[config.mk]
export PLATFORM = sky130hd
export DESIGN_NAME = udt_pkt_decoder
export DESIGN_NICKNAME = d
export VERILOG_FILES = /design/src/rtl/udt_pkg.sv /design/src/rtl/udt_axis_skid.sv /design/src/rtl/udt_pkt_decoder.sv
export SDC_FILE = /design/constraint.sdc
export NUM_CORES = 1
export LEC_CHECK = 0
export BUFFER_PORTS_ARGS = -buffer_cell sky130_fd_sc_hd__buf_4
export CORE_MARGIN = 2
export CORE_UTILIZATION = 44
export DETAILED_ROUTE_END_ITERATION = 6
export HOLD_SLACK_MARGIN = 0.15
export PLACE_DENSITY = 0.78
export SLEW_MARGIN = 30
export SYNTH_ARGS = -nofsm -noshare
export SYNTH_HDL_FRONTEND = slang
export SYNTH_HIERARCHICAL = 1
export SYNTH_SLANG_ARGS = --single-unit
[constraint.sdc]
create_clock -name core_clk -period 10.2 [get_ports core_clk]
set_input_delay 0.51 -clock core_clk [delete_from_list [all_inputs] [get_ports core_clk]]
set_output_delay 0.51 -clock core_clk [all_outputs]
set_load 0.03 [all_outputs]
[src/rtl/udt_pkg.sv]
// Shared definitions for the UDT packet decoder: header size, control types, FSM encoding
// and header parsing helpers.
package udt_pkg;

  localparam int unsigned UDT_HDR_BYTES = 16;

  localparam logic [14:0] UDT_T_HS   = 15'd0;
  localparam logic [14:0] UDT_T_KA   = 15'd1;
  localparam logic [14:0] UDT_T_ACK  = 15'd2;
  localparam logic [14:0] UDT_T_NAK  = 15'd3;
  localparam logic [14:0] UDT_T_SHUT = 15'd5;
  localparam logic [14:0] UDT_T_ACK2 = 15'd6;
  localparam logic [14:0] UDT_T_DROP = 15'd7;

  localparam logic [1:0] ST_HDR  = 2'd0;
  localparam logic [1:0] ST_BODY = 2'd1;
  localparam logic [1:0] ST_DROP = 2'd2;

  typedef struct packed {
    logic        ctrl;
    logic [14:0] ctype;
    logic [30:0] word0;
    logic [31:0] word1;
    logic [31:0] ts;
    logic [31:0] sock;
  } udt_hdr_t;

  // Wire byte 0 sits in bits [7:0]; header words are big-endian.
  function automatic logic [31:0] be_word(input logic [31:0] w);
    return {w[7:0], w[15:8], w[23:16], w[31:24]};
  endfunction

  function automatic udt_hdr_t parse_hdr(input logic [127:0] raw);
    udt_hdr_t   h;
    logic [31:0] w0;
    w0      = be_word(raw[31:0]);
    h.ctrl  = w0[31];
    h.ctype = w0[31] ? w0[30:16] : 15'd0;
    h.word0 = w0[30:0];
    h.word1 = be_word(raw[63:32]);
    h.ts    = be_word(raw[95:64]);
    h.sock  = be_word(raw[127:96]);
    return h;
  endfunction

endpackage

[src/rtl/udt_axis_skid.sv]
// Two-entry register slice; ready_o depends only on occupancy so it never combinationally
// follows ready_i.
module udt_axis_skid #(
  parameter int unsigned Width = 8
) (
  input  logic             clk_i,
  input  logic             rst_i,
  input  logic             valid_i,
  output logic             ready_o,
  input  logic [Width-1:0] data_i,
  output logic             valid_o,
  input  logic             ready_i,
  output logic [Width-1:0] data_o
);

  logic [Width-1:0] mem_q [2];
  logic             wr_ptr_q, rd_ptr_q;
  logic [1:0]       cnt_q;
  logic             push, pop;

  assign ready_o = (cnt_q != 2'd2);
  assign valid_o = (cnt_q != 2'd0);
  assign data_o  = mem_q[rd_ptr_q];
  assign push    = valid_i & ready_o;
  assign pop     = valid_o & ready_i;

  always_ff @(posedge clk_i or posedge rst_i) begin
    if (rst_i) begin
      mem_q[0] <= '0;
      mem_q[1] <= '0;
      wr_ptr_q <= 1'b0;
      rd_ptr_q <= 1'b0;
      cnt_q    <= 2'd0;
    end else begin
      if (push) begin
        mem_q[wr_ptr_q] <= data_i;
        wr_ptr_q        <= ~wr_ptr_q;
      end
      if (pop) begin
        rd_ptr_q <= ~rd_ptr_q;
      end
      case ({push, pop})
        2'b10:   cnt_q <= cnt_q + 2'd1;
        2'b01:   cnt_q <= cnt_q - 2'd1;
        default: cnt_q <= cnt_q;
      endcase
    end
  end

endmodule

[src/rtl/udt_pkt_decoder.sv]
// UDT packet decoder: parses the 16-byte header, classifies the packet, filters by socket ID
// and forwards the header-stripped body through a register slice.
module udt_pkt_decoder
  import udt_pkg::*;
#(
  parameter int unsigned DATA_WIDTH     = 64,
  parameter bit          SOCK_FILTER_EN = 1'b1,
  parameter int unsigned CNT_WIDTH      = 32
) (
  input  logic                    core_clk,
  input  logic                    core_rst,
  input  logic [DATA_WIDTH-1:0]   in_tdata,
  input  logic [DATA_WIDTH/8-1:0] in_tkeep,
  input  logic                    in_tvalid,
  output logic                    in_tready,
  input  logic                    in_tlast,
  output logic [DATA_WIDTH-1:0]   out_tdata,
  output logic [DATA_WIDTH/8-1:0] out_tkeep,
  output logic                    out_tvalid,
  input  logic                    out_tready,
  output logic                    out_tlast,
  output logic                    out_tctrl,
  input  logic [31:0]             cfg_sock_id,
  output logic                    hdr_valid,
  output logic                    hdr_ctrl,
  output logic [14:0]             hdr_type,
  output logic [30:0]             hdr_word0,
  output logic [31:0]             hdr_word1,
  output logic [31:0]             hdr_ts,
  output logic [31:0]             hdr_sock,
  output logic                    Data_en,
  output logic                    Handshake_en,
  output logic                    Keep_live_en,
  output logic                    ACK_en,
  output logic                    NAK_en,
  output logic                    ACK2_en,
  output logic                    Shutdown_en,
  output logic                    Drop_en,
  output logic                    Runt_err,
  output logic                    Unknown_err,
  output logic                    Sock_miss,
  output logic [CNT_WIDTH-1:0]    cnt_pkts,
  output logic [CNT_WIDTH-1:0]    cnt_drop
);

  localparam int unsigned KeepW = DATA_WIDTH / 8;
  localparam int unsigned SkidW = DATA_WIDTH + KeepW + 2;

  logic [1:0]           state_q, state_d;
  logic                 rdy_q;
  logic                 ctrl_q, ctrl_d;
  logic [127:0]         hdr_raw;
  logic                 hdr_final, hdr_prior_bad;
  logic                 in_acc, hdr_acc, body_push, skid_in_ready;
  udt_hdr_t             hdr, hdr_q;
  logic                 keep_bad, sock_bad, type_ok;
  logic                 good_d, runt_d, miss_d, unk_d;
  logic [7:0]           type_vec_d, type_vec_q;
  logic                 hdr_valid_q, runt_q, miss_q, unk_q;
  logic [CNT_WIDTH-1:0] pkts_q, pkts_d, drop_q, drop_d;
  logic [SkidW-1:0]     skid_out;

  assign in_tready = rdy_q & ((state_q != ST_BODY) | skid_in_ready);
  assign in_acc    = in_tvalid & in_tready;
  assign hdr_acc   = in_acc & (state_q == ST_HDR);
  assign body_push = in_tvalid & rdy_q & (state_q == ST_BODY);

  if (DATA_WIDTH == 64) begin : g_hdr64
    logic                  beat_q, bad_q;
    logic [DATA_WIDTH-1:0] lo_q;

    always_ff @(posedge core_clk or posedge core_rst) begin
      if (core_rst) begin
        beat_q <= 1'b0;
        bad_q  <= 1'b0;
        lo_q   <= '0;
      end else if (hdr_acc) begin
        if (!beat_q && !in_tlast) begin
          beat_q <= 1'b1;
          bad_q  <= (in_tkeep != '1);
          lo_q   <= in_tdata;
        end else begin
          beat_q <= 1'b0;
          bad_q  <= 1'b0;
        end
      end
    end

    assign hdr_raw       = {in_tdata, lo_q};
    assign hdr_final     = beat_q;
    assign hdr_prior_bad = bad_q;
  end else if (DATA_WIDTH == 128) begin : g_hdr128
    assign hdr_raw       = in_tdata;
    assign hdr_final     = 1'b1;
    assign hdr_prior_bad = 1'b0;
  end else begin : g_hdr_bad
    $error("udt_pkt_decoder: DATA_WIDTH must be 64 or 128");
    assign hdr_raw       = '0;
    assign hdr_final     = 1'b1;
    assign hdr_prior_bad = 1'b0;
  end

  assign hdr      = parse_hdr(hdr_raw);
  assign keep_bad = (in_tkeep != '1) | hdr_prior_bad;
  assign sock_bad = SOCK_FILTER_EN && (hdr.sock != cfg_sock_id);
  assign type_ok  = !hdr.ctrl || ((hdr.ctype <= UDT_T_DROP) && (hdr.ctype != 15'd4));

  always_comb begin
    state_d = state_q;
    ctrl_d  = ctrl_q;
    good_d  = 1'b0;
    runt_d  = 1'b0;
    miss_d  = 1'b0;
    unk_d   = 1'b0;
    case (state_q)
      ST_HDR: begin
        if (hdr_acc) begin
          if (!hdr_final) begin
            runt_d = in_tlast;
          end else begin
            // Only one error is reported per packet; runt wins, then filter, then type.
            if (keep_bad)      runt_d = 1'b1;
            else if (sock_bad) miss_d = 1'b1;
            else if (!type_ok) unk_d  = 1'b1;
            else               good_d = 1'b1;
            ctrl_d = hdr.ctrl;
            if (!in_tlast) state_d = good_d ? ST_BODY : ST_DROP;
          end
        end
      end
      ST_BODY, ST_DROP: begin
        if (in_acc && in_tlast) state_d = ST_HDR;
      end
      default: state_d = ST_HDR;
    endcase
  end

  always_comb begin
    type_vec_d = 8'd0;
    if (good_d) begin
      if (!hdr.ctrl) begin
        type_vec_d[0] = 1'b1;
      end else begin
        case (hdr.ctype)
          UDT_T_HS:   type_vec_d[1] = 1'b1;
          UDT_T_KA:   type_vec_d[2] = 1'b1;
          UDT_T_ACK:  type_vec_d[3] = 1'b1;
          UDT_T_NAK:  type_vec_d[4] = 1'b1;
          UDT_T_SHUT: type_vec_d[5] = 1'b1;
          UDT_T_ACK2: type_vec_d[6] = 1'b1;
          UDT_T_DROP: type_vec_d[7] = 1'b1;
          default:    type_vec_d    = 8'd0;
        endcase
      end
    end
  end

  always_comb begin
    pkts_d = pkts_q;
    drop_d = drop_q;
    if (good_d && (pkts_q != '1)) pkts_d = pkts_q + CNT_WIDTH'(1);
    if ((runt_d || miss_d || unk_d) && (drop_q != '1)) drop_d = drop_q + CNT_WIDTH'(1);
  end

  always_ff @(posedge core_clk or posedge core_rst) begin
    if (core_rst) begin
      state_q     <= ST_HDR;
      rdy_q       <= 1'b0;
      ctrl_q      <= 1'b0;
      hdr_q       <= '0;
      hdr_valid_q <= 1'b0;
      type_vec_q  <= 8'd0;
      runt_q      <= 1'b0;
      miss_q      <= 1'b0;
      unk_q       <= 1'b0;
      pkts_q      <= '0;
      drop_q      <= '0;
    end else begin
      state_q     <= state_d;
      rdy_q       <= 1'b1;
      ctrl_q      <= ctrl_d;
      hdr_valid_q <= good_d;
      type_vec_q  <= type_vec_d;
      runt_q      <= runt_d;
      miss_q      <= miss_d;
      unk_q       <= unk_d;
      pkts_q      <= pkts_d;
      drop_q      <= drop_d;
      if (good_d) hdr_q <= hdr;
    end
  end

  udt_axis_skid #(
    .Width (SkidW)
  ) u_skid (
    .clk_i   (core_clk),
    .rst_i   (core_rst),
    .valid_i (body_push),
    .ready_o (skid_in_ready),
    .data_i  ({in_tdata, in_tkeep, in_tlast, ctrl_q}),
    .valid_o (out_tvalid),
    .ready_i (out_tready),
    .data_o  (skid_out)
  );

  assign {out_tdata, out_tkeep, out_tlast, out_tctrl} = skid_out;

  assign hdr_valid    = hdr_valid_q;
  assign hdr_ctrl     = hdr_q.ctrl;
  assign hdr_type     = hdr_q.ctype;
  assign hdr_word0    = hdr_q.word0;
  assign hdr_word1    = hdr_q.word1;
  assign hdr_ts       = hdr_q.ts;
  assign hdr_sock     = hdr_q.sock;
  assign Data_en      = type_vec_q[0];
  assign Handshake_en = type_vec_q[1];
  assign Keep_live_en = type_vec_q[2];
  assign ACK_en       = type_vec_q[3];
  assign NAK_en       = type_vec_q[4];
  assign Shutdown_en  = type_vec_q[5];
  assign ACK2_en      = type_vec_q[6];
  assign Drop_en      = type_vec_q[7];
  assign Runt_err     = runt_q;
  assign Unknown_err  = unk_q;
  assign Sock_miss    = miss_q;
  assign cnt_pkts     = pkts_q;
  assign cnt_drop     = drop_q;

endmodule

# After elaboration in Yosys (flattened, before gate mapping)
# Index checks and enable logic that the tools add are counted.
[totals] wordCells=136 reg_bits=441 input_bits=109
[classes] mux=50 eq_ne=21 magnitude_cmp=4 add_sub_neg=4 n_reduce_logical=20 bitwise=13
[ops] cell="two-way mux 74 bit" count=4
[ops] cell="bitwise mux 148 bit" count=1
[ops] cell="demux 74 bit (select 1 bit)" count=1
[ops] cell="adder 32 x 1 -> 32 bit (second input constant)" count=2
[ops] cell="!= test 32 bit (second input constant)" count=2
[ops] cell="== test 15 x 3 -> 1 bit (second input constant)" count=3
[ops] cell="two-way mux 1 bit" count=34
[ops] cell="!= test 32 bit" count=1
[ops] cell="== test 15 x 2 -> 1 bit (second input constant)" count=2
[ops] cell="== test 15 x 1 -> 1 bit (second input constant)" count=1
[ops] cell="<= comparator 15 x 3 -> 1 bit (second input constant)" count=1
[ops] cell="zero test 15 bit" count=1
[ops] cell="two-way mux 15 bit" count=1
[ops] cell="!= test 15 x 3 -> 1 bit (second input constant)" count=1
[ops] cell="two-way mux 2 bit" count=5
[ops] cell="!= test 2 bit (second input constant)" count=5
[ops] cell="two-way mux 8 bit" count=1
[ops] cell="!= test 8 bit (second input constant)" count=1
[ops] cell="one-hot mux 2 bit (2 select lines)" count=2
[ops] cell="AND 1 bit" count=7
[ops] cell="two-way mux 7 bit" count=1
[ops] cell="logical AND 1 bit" count=6
[ops] cell="== test 2 x 1 -> 1 bit (second input constant)" count=2
[ops] cell="== test 2 bit (second input constant)" count=2
[ops] cell="other kinds (16)" count=25

# Longest topological paths before layout
[logic_depth] ltp_word=15 mapped_depth=11 depth_no_buf=8

# Cells and area by module
# The synthesis kept the hierarchy.
[by_module_without_submodules] module="udt_pkt_decoder" area_each_um2=12057.8 n_inst=1 seq_area_each_um2=7231.9 cells_per_inst=1146
[by_module_without_submodules] module="udt_axis_skid" area_each_um2=6914.1 n_inst=1 seq_area_each_um2=3803.6 cells_per_inst=412

# Worst setup path after synthesis
# Ideal clock, no wire load.
[synth_timing] kind="register to register" start="reg g_hdr64.lo_q[13]" end="reg pkts_q[1] (netlist: cnt_pkts[1])" required_ns=10.075 path_stages_with_launch=8 arrival_ns=2.589 slack_ns=7.486 synth_period_minus_slack_ns=2.714 path_cell_list="dfrtp_1 -> or4_4 -> o41ai_4 -> nand4_2 -> or3_1 -> buf_2 -> nor2_1 -> mux2_2"
[synth_between] elab_chain_len=14 word_cells_on_any_way=15
[synth_lines] element="start, declared" line="udt_pkt_decoder.sv:70" text="logic [DATA_WIDTH-1:0] lo_q;"
[synth_lines] element="start signal, assigned" line="udt_pkt_decoder.sv:81" text="lo_q <= in_tdata;"
[synth_lines] element="two-way mux 15 bit *" line="udt_pkg.sv:38" text="h.ctype = w0[31] ? w0[30:16] : 15'd0;"
[synth_lines] element="<= comparator 15 x 3 -> 1 bit or != test 15 x 3 -> 1 bit (tied branches)" line="udt_pkt_decoder.sv:106" text="assign type_ok = !hdr.ctrl || ((hdr.ctype <= UDT_T_DROP) && (hdr.ctype != 15'd4));"
[synth_lines] element="logical AND 1 bit *" line="udt_pkt_decoder.sv:106"
[synth_lines] element="logical OR 1 bit *" line="udt_pkt_decoder.sv:106"
[synth_lines] element="two-way mux 1 bit *" line="udt_pkt_decoder.sv:124" text="else if (!type_ok) unk_d = 1'b1;"
[synth_lines] element="two-way mux 1 bit *" line="udt_pkt_decoder.sv:123" text="else if (sock_bad) miss_d = 1'b1;"
[synth_lines] element="two-way mux 1 bit *" line="udt_pkt_decoder.sv:122" text="if (keep_bad) runt_d = 1'b1;"
[synth_lines] element="two-way mux 1 bit *" line="udt_pkt_decoder.sv:118" text="if (!hdr_final) begin"
[synth_lines] element="two-way mux 1 bit *" line="udt_pkt_decoder.sv:117" text="if (hdr_acc) begin"
[synth_lines] element="two-way mux 1 bit *" line="udt_pkt_decoder.sv:115" text="case (state_q)"
[synth_lines] element="two-way mux 1 bit *" line="udt_pkt_decoder.sv:118"
[synth_lines] element="two-way mux 1 bit *" line="udt_pkt_decoder.sv:117"
[synth_lines] element="two-way mux 1 bit *" line="udt_pkt_decoder.sv:115"
[synth_lines] element="logical AND 1 bit *" line="udt_pkt_decoder.sv:161" text="if (good_d && (pkts_q != '1)) pkts_d = pkts_q + CNT_WIDTH'(1);"
[synth_lines] element="end signal, assigned" line="udt_pkt_decoder.sv:187" text="pkts_q <= pkts_d;"
[synth_lines] element="end, declared" line="udt_pkt_decoder.sv:60" text="logic [CNT_WIDTH-1:0] pkts_q, pkts_d, drop_q, drop_d;"
# Mark *: on every way between the ends. The rest lies on a longest branch, timed or not. The select of a mux whose other input is x is not followed.
# A chain may end at the register's enable or synchronous reset.

# Worst setup path in the final report
[layout_timing] start="in in_tdata[58]" end="reg hdr_q, in the netlist hdr_ts[15]"
[layout_between] elab_chain_len=9
[layout_lines] element="start, declared" line="udt_pkt_decoder.sv:12" text="input logic [DATA_WIDTH-1:0] in_tdata,"
[layout_lines] element="!= test 32 bit" line="udt_pkt_decoder.sv:105" text="assign sock_bad = SOCK_FILTER_EN && (hdr.sock != cfg_sock_id);"
[layout_lines] element="two-way mux 1 bit" line="udt_pkt_decoder.sv:123"
[layout_lines] element="two-way mux 1 bit" line="udt_pkt_decoder.sv:122"
[layout_lines] element="two-way mux 1 bit" line="udt_pkt_decoder.sv:118"
[layout_lines] element="two-way mux 1 bit" line="udt_pkt_decoder.sv:117"
[layout_lines] element="two-way mux 1 bit" line="udt_pkt_decoder.sv:115"
[layout_lines] element="two-way mux 1 bit" line="udt_pkt_decoder.sv:118"
[layout_lines] element="two-way mux 1 bit" line="udt_pkt_decoder.sv:117"
[layout_lines] element="two-way mux 1 bit" line="udt_pkt_decoder.sv:115"
[layout_lines] element="end signal, assigned" line="udt_pkt_decoder.sv:189" text="if (good_d) hdr_q <= hdr;"
[layout_lines] element="end, declared" line="udt_pkt_decoder.sv:55" text="udt_hdr_t hdr, hdr_q;"
# Every way passes these cells. The select of a mux whose other input is x is not followed.

==> impl_metrics.toml <==
[run_status]
outcome = "complete, no violations"

[critical_path]
crit_path_end_kind = "flop"
critPathRequiredTime_ps = 10650
critPathTopFamily = "simple AND/OR/NAND/NOR gates"
path_cells = "buf_4 -> xor2_1 -> nor4_1 -> nand4_1 -> or3_4 -> buf_4 -> nand2_1 -> nand2_1"
worst-r2r-cell-count = 7
crit_slowest_cell = "or3_4"
cp-start-kind = "primary input"
timing.rr.start = "g_hdr64.lo_q[13]"
rr_endpoint = "hdr_ts[15]"
path_class = "primary input to flop"
critPathMaxFanout = 77
max_stage_delay_ps = 930
critPathBufInv = 2
cp.arrival_ps = 4120
r2r_slack_ps = 6580

[synth]
syn_area_um2 = 19000
synthTopCellsByCount = "441 x dfrtp_1, 413 x nand2_1, 212 x mux2_2"
synth-main-ff-cell = "dfrtp_1"
syn-num-nets = 1672
synthesis.instances = 1558
ys_types = 48
synth.most_common_cell = "dfrtp_1"
yosysTopAreaCell = "dfrtp_1"
synth_edf_count = 0
synth-seq-area-share = 0.582
synthDominantCellAreaShare = 0.582
synth_seq_cells = 441
yosysWarnings = 6
async_flop_share = 1.00
avgSynthCellArea_um2 = 12.2
synth_area_leaders = "dfrtp_1 58%, mux2_2 13%, nand2_1 8.2%, mux2_4 4.7%, xor2_1 3.1%"

[cells_and_area]
diodes = 0
nFillCells = 3490
final_layout_size_suffix_gt1_frac = 0.391
nets = 2086
area_delta_synth_final_pct = 27.6

[drt]
dr.pass1.iters = 4
vias = 13500
wl_per_cell_um = 20.4
drtAntennaViolNets = 0
drtIter0Drc = 642
drc = 0
routed_wl_um = 52100
vias_per_cell = 5.28

[placed_design]
gp_congestion = 0.851
portBuffers = 403
place_ws_ps = 6000
place_hpwl_um = 34300

[sta]
min_period_ps = 3660
slew_violations = 0
tightest_slew_ps = 1010
hold_viol = 0
setup_ws_ps = 6540
fin_setup_tns_ps = 0
fin_skew_ps = 17.8
timing.final.crit_share = 0.359
finalSetupViolCount = 0
slew_headroom = 0.321
fmax_ghz = 0.273
rsz0062_at_grt = "no"

[worst_hold_path]
worstHoldStart = "in_tdata[16]"
holdPathEnd = "hdr_ts[8]"
hp-class = "primary input to flop"
holdPathStages = 3

[flow_run]
cap_violations = 0

[clocking]
numCtsBuffers = 48
clk_pin_slew_ps = 60
cts_buffer_depth = 3
cts_sinks = 441
clock_latency_ps = 580
cts_setup_buffers = 0
cts_max_level = 2
cts_tree = "built"
clockRootBuffer = "clkbuf_16"
cts_resized = 0
hold_buffers = 23

[die]
rows = 76
dieArea_um2 = 44800
io_pins = 404
die_w_um = 212
die_h_um = 212
core_area_um2 = 42800
initial_core_util = 0.443

[grt]
grt_pass1_vias = 14000
antenna_found_initial = 0
grt_pass1_wl_um = 81000
gr-total-overflow = 0
grt_max_degree = 168
grt_use_total = 0.233

[pwr]
powerDensity_nw_per_um2 = 171
leakagePower_uw = 0.0127
vdd_drop_max_mv = 0.127
==> metal layers <==
layer / GRT usage / share of wire
met3: 0.0622 / 0.072
met2: 0.382 / 0.48
met5: 0 / 0
met1: 0.294 / 0.41
met4: 0.0952 / 0.038
==> worst min-delay path, stage by stage <==
cell     delay, ps
buf_4          100
nand2_1         50
nand2_1         60
==> registers in the layout (all words and copies together) (netlist names), 2 cells and up <==
signal,count
g_hdr64.lo_q,64
hdr_sock,32
hdr_type,15
hdr_word1,32
hdr_ts,32
state_q,2
type_vec_q,8
cnt_drop,32
cnt_pkts,32
u_skid/mem_q,148
u_skid/cnt_q,2
hdr_word0,31
==> layout make-up <==
class,count,area [µm²],area share
clock buffer,75,1470,0.0609
clock inverter,9,103,0.00424
inverter,11,56.3,0.00233
multi-input combinational,1033,7450,0.308
sequential,441,11000,0.456
tap,546,683,0.0282
timing repair buffer,437,3400,0.141
==> power by group <==
group | total [µW] | switching [µW] | internal (µW)
logic | 392 | 196 | 196
clock network | 1740 | 699 | 1040
registers | 2010 | 113 | 1900
total | 4140 | 1010 | 3130
==> cell usage in the layout, fill, tap and decap left out, drive strengths merged, types with 15 or more instances in the layout <==
cell           n
and3          17
buf          414
clkbuf        75
dfrtp        441
dlygate4sd3   23
mux2         289
nand2        413
nand3         37
nand4         28
nor2          15
nor3          30
nor4          30
xnor2         32
xor2          67
==> how the worst max path moves through the flow <==
stage	start	end	slack, ps	cells after the start
global placement	in_tdata[58]	hdr_ts[0]	6020	8
CTS	g_hdr64.lo_q[13]	hdr_ts[15]	6580	7
detailed placement	in_tdata[58]	hdr_ts[15]	6000	8
finish	in_tdata[58]	hdr_ts[15]	6540	8
floorplan	core_rst	Runt_err	1710	1
global route	g_hdr64.lo_q[13]	hdr_word1[29]	6430	7
==> stage by stage <==
stage	instances	cell area, µm²	utilization	power, µW	hold WS, ps
floorplan	1558	19000	-	2260	440
global placement	2443	22300	0.521	2400	447
detailed placement	2443	22300	0.522	2420	457
CTS	2550	24100	0.564	4170	153
global route	2552	24200	0.566	4300	171
finish	2552	24200	0.566	4140	181
==> cells by family (layout without fill, tap and decap cells) <==
| group | after synthesis | in the layout | share of synthesized area |
|---|---|---|---|
| multiplexers | 290 | 290 | 0.184 |
| XOR/XNOR | 99 | 99 | 0.0457 |
| AO/OA/AOI/OAI | 14 | 14 | 0.00686 |
| flip-flops | 441 | 441 | 0.582 |
| adder cells (fa/ha/maj) | 5 | 5 | 0.00330 |
| AND/OR/NAND/NOR | 624 | 624 | 0.150 |
| buffers and inverters | 84 | 532 | 0.0282 |
| other | 1 | 1 | 0.000198 |
Note: power is estimated with default switching activity, not from simulation.
